## src/rtl/cnn_mac_acc_10s_24.sv

```systemverilog
// cnn_mac_acc_10s_24: accumulates KERNEL_N signed products plus a per-window
// bias, then rounds half-up, shifts right by SHIFT and saturates to OUT_W bits.
// Optional build macro: CNN_MAC_ACC_RELU_EN (fuses a ReLU after rounding).
// Ports:
//   ap_clk, ap_rst_n            clock, async active-low reset
//   in_valid/in_ready/in_prod   product stream (signed PROD_W)
//   bias                        signed BIAS_W, sampled on tap 0 only
//   out_valid/out_ready         result handshake
//   out_data/out_sat            signed OUT_W result, saturation flag
module cnn_mac_acc_10s_24 #(
  parameter int KERNEL_N = 9,
  parameter int PROD_W   = 24,
  parameter int ACC_W    = 32,
  parameter int BIAS_W   = 16,
  parameter int SHIFT    = 14,
  parameter int OUT_W    = 10
) (
  input  logic                     ap_clk,
  input  logic                     ap_rst_n,
  input  logic                     in_valid,
  output logic                     in_ready,
  input  logic signed [PROD_W-1:0] in_prod,
  input  logic signed [BIAS_W-1:0] bias,
  output logic                     out_valid,
  input  logic                     out_ready,
  output logic signed [OUT_W-1:0]  out_data,
  output logic                     out_sat
);

  localparam int CNT_W =
    (KERNEL_N > 1) ? $clog2(KERNEL_N) : 1;
  localparam logic [CNT_W-1:0] LAST_TAP =
    CNT_W'(KERNEL_N - 1);

  localparam logic [0:0] S_ACC = 1'b0;
  localparam logic [0:0] S_OUT = 1'b1;

  // Rounding/clip constants at ACC_W+1 bits so the
  // rounding add can never overflow.
  localparam logic signed [ACC_W:0] RND =
    {{(ACC_W + 1 - SHIFT){1'b0}}, 1'b1,
     {(SHIFT - 1){1'b0}}};
  localparam logic signed [ACC_W:0] OUT_MAX =
    {{(ACC_W - OUT_W + 2){1'b0}},
     {(OUT_W - 1){1'b1}}};
  localparam logic signed [ACC_W:0] OUT_MIN =
    {{(ACC_W - OUT_W + 2){1'b1}},
     {(OUT_W - 1){1'b0}}};

  logic [0:0]              r_state;
  logic [CNT_W-1:0]        r_tap;
  logic signed [ACC_W-1:0] r_acc;
  logic                    r_in_ready;
  logic                    r_out_valid;
  logic signed [OUT_W-1:0] r_out_data;
  logic                    r_out_sat;

  logic                    w_in_xfer;
  logic                    w_out_xfer;
  logic                    w_last;
  logic signed [ACC_W-1:0] w_bias_x;
  logic signed [ACC_W-1:0] w_prod_x;
  logic signed [ACC_W-1:0] w_base;
  logic signed [ACC_W-1:0] w_sum;
  logic signed [ACC_W:0]   w_rnd;
  logic signed [ACC_W:0]   w_r;
  logic signed [OUT_W-1:0] w_res;
  logic                    w_sat;

  // in_ready is only ever high in S_ACC, so the
  // handshake alone gates every acc update and an
  // idle (possibly X) in_prod never reaches state.
  assign w_in_xfer  = in_valid & r_in_ready;
  assign w_out_xfer = r_out_valid & out_ready;
  assign w_last     = (r_tap == LAST_TAP);

  assign w_bias_x =
    {{(ACC_W - BIAS_W){bias[BIAS_W-1]}}, bias};
  assign w_prod_x =
    {{(ACC_W - PROD_W){in_prod[PROD_W-1]}}, in_prod};

  // Tap 0 restarts from the bias instead of acc.
  assign w_base = (r_tap == '0) ? w_bias_x : r_acc;
  assign w_sum  = w_base + w_prod_x;

  assign w_rnd = {w_sum[ACC_W-1], w_sum} + RND;
  assign w_r   = w_rnd >>> SHIFT;

  always_comb begin
    w_res = w_r[OUT_W-1:0];
    w_sat = 1'b0;
    if (w_r > OUT_MAX) begin
      w_res = OUT_MAX[OUT_W-1:0];
      w_sat = 1'b1;
`ifdef CNN_MAC_ACC_RELU_EN
    end else if (w_r[ACC_W]) begin
      w_res = '0;
      w_sat = 1'b0;
`else
    end else if (w_r < OUT_MIN) begin
      w_res = OUT_MIN[OUT_W-1:0];
      w_sat = 1'b1;
`endif
    end
  end

  always_ff @(posedge ap_clk or negedge ap_rst_n) begin
    if (!ap_rst_n) begin
      r_state     <= S_ACC;
      r_tap       <= '0;
      r_acc       <= '0;
      r_in_ready  <= 1'b0;
      r_out_valid <= 1'b0;
      r_out_data  <= '0;
      r_out_sat   <= 1'b0;
    end else begin
      unique case (r_state)
        S_ACC: begin
          r_in_ready <= 1'b1;
          if (w_in_xfer) begin
            r_acc <= w_sum;
            if (w_last) begin
              r_tap       <= '0;
              r_out_data  <= w_res;
              r_out_sat   <= w_sat;
              r_out_valid <= 1'b1;
              r_in_ready  <= 1'b0;
              r_state     <= S_OUT;
            end else begin
              r_tap <= r_tap + 1'b1;
            end
          end
        end
        S_OUT: begin
          if (w_out_xfer) begin
            r_out_valid <= 1'b0;
            r_in_ready  <= 1'b1;
            r_state     <= S_ACC;
          end
        end
      endcase
    end
  end

  assign in_ready  = r_in_ready;
  assign out_valid = r_out_valid;
  assign out_data  = r_out_data;
  assign out_sat   = r_out_sat;

endmodule

```

## config.mk

```make
export PLATFORM = sky130hd
export DESIGN_NAME = cnn_mac_acc_10s_24
export DESIGN_NICKNAME = d
export VERILOG_FILES = /design/src/rtl/cnn_mac_acc_10s_24.sv
export SDC_FILE = /design/constraint.sdc
export NUM_CORES = 1
export LEC_CHECK = 0
export CAP_MARGIN = 20
export CORE_MARGIN = 3
export CORE_UTILIZATION = 55
export DETAILED_ROUTE_END_ITERATION = 10
export PLACE_DENSITY = 0.76
export SLEW_MARGIN = 20
export SYNTH_ARGS = -nofsm -noshare
export SYNTH_HDL_FRONTEND = slang
export SYNTH_SLANG_ARGS = --single-unit
```

## constraint.sdc

```tcl
create_clock -name ap_clk -period 15.4 [get_ports ap_clk]
set_clock_uncertainty 0.2 [all_clocks]
set_input_delay 3.08 -clock ap_clk [delete_from_list [all_inputs] [get_ports ap_clk]]
set_output_delay 3.08 -clock ap_clk [all_outputs]
set_load 0.02 [all_outputs]
```

Word level (Yosys, flattened, before mapping)
Cells that the tools add are included.
{"block": "totals", "regBits": 50, "input_bits": 44}
{"block": "classes", "mux": 18, "n_lt_le_gt_ge": 2, "eq_ne": 4, "addsub": 3, "n_reduce_logical": 4, "bitwise_logic": 3}
{"operator": "32-bit by 15-bit adder with 33-bit output (second input constant)", "count": 1}
{"operator": "32-bit by 24-bit adder with 32-bit output", "count": 1}
{"operator": "32-bit 2-to-1 mux", "count": 1}
{"operator": "10-bit 2-to-1 mux", "count": 2}
{"operator": "19-bit by 10-bit > comparator with 1-bit output (second input constant)", "count": 1}
{"operator": "19-bit by 10-bit < comparator with 1-bit output (second input constant)", "count": 1}
{"operator": "1-bit 2-to-1 mux", "count": 11}
{"operator": "1-bit case mux with 2 select lines", "count": 3}
{"operator": "3-bit AND reduction", "count": 2}
{"operator": "4-bit by 1-bit adder with 4-bit output (second input constant)", "count": 1}
{"operator": "4-bit == test (second input constant)", "count": 1}
{"operator": "4-bit zero test", "count": 1}
{"operator": "4-bit 2-to-1 mux", "count": 1}
{"operator": "2-bit inequality test (second input constant)", "count": 2}
{"operator": "1-bit bitwise AND", "count": 2}
{"operator": "2-bit by 1-bit inequality test with 1-bit output (second input constant)", "count": 1}
{"operator": "2-bit AND reduction", "count": 1}
{"operator": "1-bit inverter", "count": 1}

Depth between registers and ports, before layout
{"block": "depth", "word_depth": 7, "depth_mapped": 27, "mapped_depth_nobuf": 23}

Worst setup path before layout
Ideal clock, no wire load.
{"block": "synth_timing", "kind": "input-to-reg", "from": "in bias[15]", "to": "reg r_out_sat (netlist: out_sat)", "arrival_ns": 7.309, "stages": 19, "setup_ns": 0.124, "setup_slack_ns": 7.767, "path_buffers": 4, "path_cell_list": "and2_1 -> clkbuf_1 -> clkbuf_1 -> a21o_1 -> ha_1 -> buf_2 -> a21oi_2 -> o21ai_0 -> mux2_2 -> a311o_1 -> or4b_4 -> nor4b_4 -> and3_1 -> buf_4 -> nand3_2 -> o41ai_2 -> o221ai_2 -> and2_0 -> a211o_1"}
{"block": "synth_via", "elab_chain_len": 6}
{"item": "start: declaration", "line": "23", "text": "input logic signed [BIAS_W-1:0] bias,"}
{"item": "32-bit 2-to-1 mux *", "line": "83", "text": "assign w_base = (r_tap == '0) ? w_bias_x : r_acc;"}
{"item": "32-bit by 24-bit adder with 32-bit output *", "line": "84", "text": "assign w_sum = w_base + w_prod_x;"}
{"item": "32-bit by 15-bit adder with 33-bit output *", "line": "86", "text": "assign w_rnd = {w_sum[ACC_W-1], w_sum} + RND;"}
{"item": "19-bit by 10-bit < comparator with 1-bit output", "line": "100", "text": "end else if (w_r < OUT_MIN) begin"}
{"item": "1-bit 2-to-1 mux", "line": "100"}
{"item": "1-bit 2-to-1 mux *", "line": "92", "text": "if (w_r > OUT_MAX) begin"}
{"item": "end signal: assignment", "line": "125", "text": "r_out_sat <= w_sat;"}
{"item": "end: declaration", "line": "56", "text": "logic r_out_sat;"}
Mark *: on every way between the ends. The rest lies on a longest branch, timed or not.
A chain may end at the register's enable or synchronous reset.

Worst setup path after layout
{"block": "layout_timing", "from": "in bias[15]", "to": "reg r_out_data[9] (netlist: out_data[9])"}
{"block": "layout_via", "elab_chain_len": 6}
{"item": "32-bit 2-to-1 mux *", "line": "83"}
{"item": "32-bit by 24-bit adder with 32-bit output *", "line": "84"}
{"item": "32-bit by 15-bit adder with 33-bit output *", "line": "86"}
{"item": "19-bit by 10-bit < comparator with 1-bit output", "line": "100"}
{"item": "10-bit 2-to-1 mux", "line": "100"}
{"item": "10-bit 2-to-1 mux *", "line": "92"}
{"item": "end signal: assignment", "line": "124", "text": "r_out_data <= w_res;"}
{"item": "end: declaration", "line": "55", "text": "logic signed [OUT_W-1:0] r_out_data;"}
Marked as above.

==> metrics.yaml <==
yosys:
  ys_seq_area_share_pct: 25.79
  synth-main-ff-cell: "dfrtp_1"
  synthCells: 642
  synth_top_area_share_pct: 25.79
  syn-cell-area_sq_um: 4852
  ys_types: 71
  synth-edff-count: 0
  synth_nets: 724
  synth_area_leaders: "dfrtp_1 26%, nand2_1 11%, ha_1 9.5%, o21ai_0 6.0%, a21oi_1 3.6%"
  avgSynthCellArea_sq_um: 7.558
  synth_top_area_cell: "dfrtp_1"
  ys_ff_latch: 50
  yosysWarningCount: 0
  async_reset_ff_share_pct: 100.0
layout:
  nets: 759
  drive_gt1_share_pct: 4.867
  syn_to_final_growth_pct: 14.05
  diodes: 0
status:
  status: "finished clean"
floorplanning:
  core_area_sq_um: 8382
  die_x_microns: 99.93
  fp.dieArea_sq_um: 9985
  chipHeight_microns: 99.93
  start_util_pct: 57.89
  num_rows: 33
  ioPinCount: 57
worst_setup_path:
  crit_path_frequent_cell: "o21ai_0"
  critPathMaxFanout: 17
  max_stage_delay_ps: 790
  critPathRequiredTime_ps: 15460
  worstSetupPathType: "input pin to flip-flop"
  worstSetupEndpointType: "flip-flop"
  crit_slowest_cell: "a31oi_1"
  cp.arrival_ps: 8770
  startpoint_type: "input pin"
  r2r_slack_ps: 8260
  cp_cell_sequence: "clkdlybuf4s50_1, and2_1, a21o_1, ha_1, nand2_1, o21ai_0, mux2_2, a311o_1, or4b_4, nor4b_4, and3_1, nor2_1, o21ai_0, o21ai_0, a31oi_1, o221a_1"
sta:
  hold_violations: 0
  drv_slew: 0
  worst_slew_pin_slew_ps: 998.1
  rsz0062_at_grt: "no"
  period_share_pct: 56.55
  setup_tns_ps: 0
  setup_violations: 0
  layout_min_cycle_time_ps: 8709
  max_freq_mhz: 114.8
  relSlewSlack_pct: 33.17
clock_network:
  root_buffer: "clkbuf_8"
  max-clock-path-buffers: 2
  cts_tree: "yes"
  cts_hold_buf: 0
  post_cts_buffers: 0
  clkTransAtPathRegs_ps: 100
  htree_num_levels: 2
  clock-sinks: 50
  clk_latency_ps: 320
  cts-resized-gates: 0
  cts-buffers-inserted: 5
routing:
  vias: 4921
  avgRoutedWirePerCell_microns: 17.71
  firstDrtPassIters: 5
  avgViaCountPerCell: 6.285
  drtAntennaViolNets: 0
  drt_iter0_drc: 407
  drt_wl_total_microns: 13870
  drc: 0
global_routing:
  grt_usage_pct: 28.23
  gr-total-overflow: 0
  antenna_found_initial: 0
  grt_pass1_wl_microns: 22910
  grt_max_degree: 62
  grt_pass1_vias: 4653
flow_run:
  cap_violations: 0
worst_hold_path:
  hp-class: "flip-flop to flip-flop"
placed_design:
  place.gp.congestion: 0.9254
  hpwl_microns: 10640
  portBuffers: 56
synthesized netlist by cell type, types with 5 or more instances:
cell      instances
xnor2_1          17
a211o_1           5
clkbuf_1         25
o311ai_1          7
a31oi_1           9
a21oi_1          35
and3_1           10
nand3_1          10
inv_1            13
xor2_1           16
dfrtp_1          50
or3_1             5
o211ai_1          8
a21o_1           23
nand2_1         140
ha_1             37
nor2_1           41
and2_1            9
o21ai_0          58
nand4_1          14
nor3_1           17
routing by layer:
layer	up-vias	share of wire, %	routed length, microns	GRT usage [%]
li1	2398	-	-	-
met1	2344	47	6549	40.39
met2	162	45	6287	46.33
met3	17	6.1	850	3.058
met4	0	1.3	178	5.672
met5	-	0	0	0
metrics by stage:
step | area (sq um) | hold slack [ps] | setup WS [ps] | utilization [%] | instances
final | 5534 | 291.6 | 6691 | 66.02 | 783
after global routing | 5534 | 326.5 | 6247 | 66.02 | 783
after CTS | 5532 | 295.4 | 6765 | 65.99 | 783
after detailed placement | 5441 | 272.4 | 6435 | 64.92 | 775
after global placement | 5441 | 257.9 | 6660 | 64.92 | 775
after floorplan | 4852 | 245.5 | 7767 | - | 642
cell type report:
type	count	area (sq um)
clock inverters	3	21.27
repair buffers	59	578.1
flip-flops and latches	50	1251
inverters	13	48.80
multi-input cells	548	3435
well taps	105	131.4
clock buffers	5	68.82
fillers	754	2848
flip-flops by register name, summed over array words and instances, names as in the netlist:
| signal | flops |
|---|---|
| out_valid | 1 |
| r_tap | 4 |
| r_state | 1 |
| r_acc | 32 |
| in_ready | 1 |
| out_data | 10 |
| out_sat | 1 |
critical path: cells and delay by family:
kind | cells | cell delay [ps]
AO/OA/AOI/OAI | 7 | 2240
buffers and inverters | 1 | 450
AND/OR/NAND/NOR | 6 | 2290
multiplexers | 1 | 380
adder cells (fa/ha/maj) | 1 | 320
cells by family (layout without fill, tap and decap cells):
| logic type | after synthesis | count (layout) | share of synthesized area (%) |
|---|---|---|---|
| AOI/OAI and AO/OA | 190 | 190 | 26.12 |
| xor gates and xnor gates | 33 | 33 | 5.957 |
| adders and majority gates | 38 | 38 | 9.954 |
| buffers and inverters | 44 | 80 | 3.584 |
| DFF | 50 | 50 | 25.79 |
| muxes | 2 | 2 | 0.4641 |
| and+or+nand+nor | 285 | 285 | 28.13 |
layout by cell type, fill, tap and decap left out, types with 10 or more instances in the layout:
cell,count
a21o_1,23
a21oi_1,35
and3_1,10
clkdlybuf4s50_1,55
dfrtp_1,50
ha_1,37
inv_1,13
nand2_1,140
nand3_1,10
nand4_1,14
nor2_1,41
nor3_1,17
o21ai_0,58
xnor2_1,17
xor2_1,16
path summary, 6_finish.rpt:
check | cells after the start | end | from
worst min-delay path | 2 | r_acc[2] | r_acc[2]
worst min register to register | 2 | r_acc[2] | r_acc[2]
worst max register to register | 18 | out_data[9] | r_tap[0]
max in group asynchronous | 2 | r_acc[29] | ap_rst_n
min in group asynchronous | 2 | r_acc[1] | ap_rst_n
worst max-delay path | 16 | out_data[9] | bias[15]
Power is not shown: default switching activity piles up to over one toggle a cycle in this logic, so the estimate is an artifact.
